===== src/rtl/bp_pkg.sv =====
`default_nettype none
// ============================================================================
// Module      : bp_pkg
// Description : Shared types and defaults for the branch resolve datapath.
// Revision    : 1.0 - initial release
// ============================================================================
package bp_pkg;

    localparam int c_xlen  = 32;
    localparam int c_idx_w = 5;

    typedef struct packed {
        logic [c_xlen-1:0] pc;
        logic              taken;
        logic [c_xlen-1:0] target;
    } bp_entry_t;

    // Fall-through address of a branch; wraps at the top of the address space.
    function automatic logic [c_xlen-1:0] next_seq_pc(input logic [c_xlen-1:0] pc);
        return pc + c_xlen'(4);
    endfunction

endpackage
`default_nettype wire


===== src/rtl/bp_inflight_fifo.sv =====
`default_nettype none
// ============================================================================
// Module      : bp_inflight_fifo
// Description : Generic synchronous circular FIFO with push/pop/clear.
// Revision    : 1.0 - initial release
// ============================================================================
module bp_inflight_fifo #(
    parameter int WIDTH = 8,
    parameter int DEPTH = 4
) (
    input  logic                     clk,
    input  logic                     reset,
    input  logic                     push,
    input  logic                     pop,
    input  logic                     clear,
    input  logic [WIDTH-1:0]         wr_data,
    output logic [WIDTH-1:0]         rd_data,
    output logic                     full,
    output logic                     empty,
    output logic [$clog2(DEPTH):0]   count
);

    localparam int c_ptr_w = $clog2(DEPTH);

    logic [WIDTH-1:0]   r_mem [DEPTH];
    logic [c_ptr_w-1:0] r_wr_ptr;
    logic [c_ptr_w-1:0] r_rd_ptr;
    logic [c_ptr_w:0]   r_count;
    logic               w_do_push;
    logic               w_do_pop;

    assign full      = (r_count == (c_ptr_w+1)'(DEPTH));
    assign empty     = (r_count == '0);
    assign count     = r_count;
    assign rd_data   = r_mem[r_rd_ptr];
    // A push into a full queue is only possible when the head leaves the same cycle.
    assign w_do_push = push & (~full | pop) & ~clear;
    assign w_do_pop  = pop & ~empty & ~clear;

    always_ff @(posedge clk) begin
        if (!reset || clear) begin
            r_wr_ptr <= '0;
            r_rd_ptr <= '0;
            r_count  <= '0;
        end else begin
            if (w_do_push) r_wr_ptr <= r_wr_ptr + c_ptr_w'(1);
            if (w_do_pop)  r_rd_ptr <= r_rd_ptr + c_ptr_w'(1);
            if (w_do_push && !w_do_pop)
                r_count <= r_count + (c_ptr_w+1)'(1);
            else if (!w_do_push && w_do_pop)
                r_count <= r_count - (c_ptr_w+1)'(1);
        end
    end

    always_ff @(posedge clk) begin
        if (reset && w_do_push) r_mem[r_wr_ptr] <= wr_data;
    end

endmodule
`default_nettype wire


===== src/rtl/branch_resolve_unit.sv =====
`default_nettype none
// ============================================================================
// Module      : branch_resolve_unit
// Description : Matches queued branch predictions against EX resolution,
//               raises flush/redirect and predictor training updates.
// Revision    : 1.0 - initial release
// ============================================================================
module branch_resolve_unit
    import bp_pkg::*;
#(
    parameter int XLEN  = c_xlen,
    parameter int DEPTH = 4,
    parameter int IDX_W = c_idx_w,
    parameter int CNT_W = 16
) (
    input  logic             clk,
    input  logic             reset,
    input  logic             pred_valid,
    input  logic [XLEN-1:0]  pred_pc,
    input  logic             pred_taken,
    input  logic [XLEN-1:0]  pred_target,
    input  logic             resolve_valid,
    input  logic             actual_taken,
    input  logic [XLEN-1:0]  actual_target,
    output logic             flush,
    output logic             redirect_valid,
    output logic [XLEN-1:0]  redirect_pc,
    output logic             upd_valid,
    output logic [IDX_W-1:0] upd_index,
    output logic             upd_taken,
    output logic             fifo_full,
    output logic             fifo_empty,
    output logic             err_sticky,
    output logic [CNT_W-1:0] branch_count,
    output logic [CNT_W-1:0] mispred_count
);

    bp_entry_t               w_new_entry;
    bp_entry_t               w_head;
    logic                    w_full;
    logic                    w_empty;
    logic [$clog2(DEPTH):0]  w_count;
    logic                    w_pop;
    logic                    w_push;
    logic                    w_mispredict;
    logic                    w_err_now;

    logic                    r_flush;
    logic [XLEN-1:0]         r_redirect_pc;
    logic                    r_upd_valid;
    logic [IDX_W-1:0]        r_upd_index;
    logic                    r_upd_taken;
    logic                    r_err_sticky;
    logic [CNT_W-1:0]        r_branch_count;
    logic [CNT_W-1:0]        r_mispred_count;

    assign w_new_entry = '{pc: pred_pc, taken: pred_taken, target: pred_target};

    bp_inflight_fifo #(
        .WIDTH ($bits(bp_entry_t)),
        .DEPTH (DEPTH)
    ) u_fifo (
        .clk     (clk),
        .reset   (reset),
        .push    (w_push),
        .pop     (w_pop),
        .clear   (w_mispredict),
        .wr_data (w_new_entry),
        .rd_data (w_head),
        .full    (w_full),
        .empty   (w_empty),
        .count   (w_count)
    );

    assign w_pop        = resolve_valid & (w_count != '0);
    assign w_mispredict = w_pop & ((w_head.taken != actual_taken) |
                                   (actual_taken & (w_head.target != actual_target)));
    // Anything arriving alongside a mispredict is wrong-path and silently dropped.
    assign w_push       = pred_valid & ~w_mispredict & (~w_full | w_pop);
    assign w_err_now    = (resolve_valid & w_empty) | (pred_valid & w_full & ~w_pop);

    always_ff @(posedge clk) begin
        if (!reset) begin
            r_flush         <= 1'b0;
            r_redirect_pc   <= '0;
            r_upd_valid     <= 1'b0;
            r_upd_index     <= '0;
            r_upd_taken     <= 1'b0;
            r_err_sticky    <= 1'b0;
            r_branch_count  <= '0;
            r_mispred_count <= '0;
        end else begin
            r_flush     <= w_mispredict;
            r_upd_valid <= w_pop;
            if (w_err_now) r_err_sticky <= 1'b1;
            if (w_pop) begin
                r_upd_index <= w_head.pc[IDX_W-1:0];
                r_upd_taken <= actual_taken;
                if (r_branch_count != '1) r_branch_count <= r_branch_count + CNT_W'(1);
            end
            if (w_mispredict) begin
                r_redirect_pc <= actual_taken ? actual_target : next_seq_pc(w_head.pc);
                if (r_mispred_count != '1) r_mispred_count <= r_mispred_count + CNT_W'(1);
            end
        end
    end

    assign flush          = r_flush;
    assign redirect_valid = r_flush;
    assign redirect_pc    = r_redirect_pc;
    assign upd_valid      = r_upd_valid;
    assign upd_index      = r_upd_index;
    assign upd_taken      = r_upd_taken;
    assign fifo_full      = w_full;
    assign fifo_empty     = w_empty;
    assign err_sticky     = r_err_sticky;
    assign branch_count   = r_branch_count;
    assign mispred_count  = r_mispred_count;

endmodule
`default_nettype wire


===== config.mk =====
export PLATFORM = sky130hd
export DESIGN_NAME = branch_resolve_unit
export DESIGN_NICKNAME = d
export VERILOG_FILES = /design/src/rtl/bp_pkg.sv /design/src/rtl/bp_inflight_fifo.sv /design/src/rtl/branch_resolve_unit.sv
export SDC_FILE = /design/constraint.sdc
export NUM_CORES = 1
export LEC_CHECK = 0
export CORE_MARGIN = 2
export CORE_UTILIZATION = 27
export CTS_CLUSTER_DIAMETER = 100
export DETAILED_ROUTE_END_ITERATION = 6
export DONT_BUFFER_PORTS = 1
export GPL_ROUTABILITY_DRIVEN = 1
export SYNTH_ARGS = -nofsm -noshare
export SYNTH_HDL_FRONTEND = slang
export SYNTH_HIERARCHICAL = 1
export SYNTH_SLANG_ARGS = --single-unit

===== constraint.sdc =====
create_clock -name clk -period 6.39 [get_ports clk]
set_clock_uncertainty 0.05 [all_clocks]
set_input_delay 0.639 -clock clk [delete_from_list [all_inputs] [get_ports clk]]
set_output_delay 0.639 -clock clk [all_outputs]
set_load 0.02 [all_outputs]

==> flow_summary.ini <==
[outcome]
status = completed

[clocking]
max-clock-path-buffers = 3
cts_tree = built
htree_levels = 2
root_buffer = clkbuf_16
clock_sinks = 342
cts_buffers = 38
path_clk_slew_ns = 0.06
clk_latency_ns = 0.56
cts_setup_buffers = 0
holdBufCountCts = 0
post_cts_resized = 0

[drt]
vias_per_cell = 4.96
drc = 0
ant_nets = 0
drt-initial-drc-count = 728
wl_mm = 39.5
vias = 8251
dr.pass1.iters = 5
wl_per_cell_um = 23.7

[worst_hold_path]
min_to = u_fifo/r_mem[2][33]
holdPathStages = 0
worstHoldStart = pred_pc[0]
hold_path.class = input pin to register

[synth]
mappedNetlistArea_mm2 = 0.0143
synth_flop_cell = edfxtp_1
syn_area_per_cell_um2 = 15.2
synth_most_common_cell = edfxtp_1
ys_ff_latch = 342
synthCells = 943
ys_top_cells_by_area = edfxtp_1 (55%), dfxtp_1 (11%), mux4_2 (10%)
synth_common_cells = edfxtp_1 (260), dfxtp_1 (82), mux4_2 (65), nand2_1 (63), xnor2_1 (54)
postSynthNetCount = 1054
synth_seq_area_share_pct = 66.0
async_reset_ff_share_pct = 0
yosysWarnings = 6
synth_top_area_cell = edfxtp_1
synth_cell_types = 60
netlist.area_leader.share_pct = 54.5
synth-edff-count = 260

[power]
power_density_mw_per_mm2 = 364
ir_drop_mv = 0.202
p_leak_uw = 0.00498

[worst_setup_path]
cp.arrival_ns = 5.53
reg2reg_depth = 12
cp-start-kind = register
r2r-end = u_fifo/r_mem[0][9]
path_class = register to register
ff2ff_setup_slack_ns = 1.03
required_ns = 6.56
path_max_fanout = 35
worst_setup_path_end_kind = register

[floorplan]
row_count = 84
die_y_um = 234
die_area_mm2 = 0.0549
die_x_um = 234
start_util_pct = 27.3
ioPinCount = 178
fp.coreArea_mm2 = 0.0524

[global_routing]
antenna_found_initial = 0
grt_pass1_wl_mm = 56.1
grt_usage_pct = 14.2
grt_max_degree = 66
grt-ovfl-total = 0
grt_pass1_vias = 8157

[layout]
regArea_mm2 = 0.00945
drive_above_1_share_pct = 16.9
syn2layout_area_growth_pct = 14.5
multi_input_area_mm2 = 0.00459
nets = 1059
fill_cells = 5070
diodes = 0

[timing]
period_needed_ns = 5.36
hold_viol_final = 0
setup_violations = 0
slew_headroom_pct = 29.6
holdWs_ns = 0.115
tns_ns = 0
maxSlewViolCount = 0
tightest_slew_ns = 1.05
grt_setup_unrepaired = false
finalCritPeriodShare_pct = 83.8
fmax_mhz = 187

[place]
dp_hpwl_mm = 27.9
portBuffers = 0
globalplace.congestion = 0.799

[flow_run]
drv_cap = 0
-- final cells by class --
cell class,instances,area share [%]
sequential,342,57.7
multi-input combinational,534,28.0
clock buffer,42,5.89
tap,688,5.25
clock inverter,27,1.90
timing repair buffer,17,0.931
inverter,15,0.343
-- cell usage in the layout, fill, tap and decap left out, types with 5 or more instances in the layout --
master      count
a21oi_1        40
nor4_1          9
o21ai_0        18
inv_1          10
clkinvlp_4      6
dfxtp_1        80
and3_1          7
nand2b_1       10
xor2_1         19
o211ai_1        6
nor3_1         12
clkinv_1       10
o21ai_1        15
o2111ai_1       9
edfxtp_1      260
or4_1           8
o31ai_1        13
mux2i_1        20
buf_4          15
xnor2_1        54
mux4_2         65
nand4_1        23
nor2_1         36
nand2_1        63
and4_1          8
a31o_1          6
nand3_1        30
clkbuf_16      38
bufinv_16       5
ha_1            8
-- worst max-delay path: stages (launching register included) --
cell,delay [ns]
dfxtp_4,0.79
mux4_2,0.60
xnor2_1,0.16
nand4_1,0.16
nor4_1,0.46
nand4_1,0.21
buf_4,0.25
nand2_1,0.43
inv_2,0.27
nor2b_1,0.24
and2_4,0.21
and3_2,0.66
buf_4,0.44
-- kinds of logic after synthesis --
kind of cell             synth area share [%]
AO/OA/AOI/OAI                            6.15
XOR/XNOR                                 4.46
adder cells (fa/ha/maj)                 0.839
buffers and inverters                    2.04
flip-flops                               66.0
multiplexers                             11.7
AND/OR/NAND/NOR                          8.82
-- where the power goes --
part           internal [uW]  switching (uW)
clock network           1310             908
logic                    384             513
registers               2600             243
-- worst max path at each step --
stage,endpoint,cells past startpoint,startpoint
final,u_fifo/r_mem[0][9],12,register
after global routing,u_fifo/r_mem[0][27],12,register
after CTS,u_fifo/r_mem[0][27],12,register
after detailed placement,u_fifo/r_mem[0][17],12,register
after global placement,u_fifo/r_mem[0][3],12,register
after floorplan,u_fifo/r_mem[1][0],14,register
-- flip-flops by register name, summed over array words and instances (netlist names), 2 cells and up, named ones only --
register,flops
u_fifo/r_rd_ptr,2
u_fifo/count,3
mispred_count,16
u_fifo/r_wr_ptr,2
upd_index,5
redirect_pc,32
u_fifo/r_mem,260
branch_count,16
-- metrics by stage --
step | worst slack [ns] | utilization [%] | total power (uW) | area, um2 | std cells
final | 1.03 | 31.3 | 5960 | 16400 | 1665
after detailed placement | 1.03 | 28.8 | 3800 | 15100 | 1596
after global placement | 1.10 | 28.8 | 3780 | 15100 | 1596
after global routing | 0.602 | 31.3 | 6220 | 16400 | 1665
after floorplan | 1.24 | - | 3500 | 14300 | 943
after CTS | 0.994 | 31.3 | 6030 | 16400 | 1665
-- routing by layer --
layer / vias up / GRT usage [%] / routed length, um
met3: 49 / 8.29 / 5360
li1: 3696 / - / -
met2: 328 / 22.5 / 18300
met1: 4178 / 16.4 / 14900
met4: 0 / 3.95 / 938
met5: - / 0 / 0
Power figures use the tool's default switching activity.
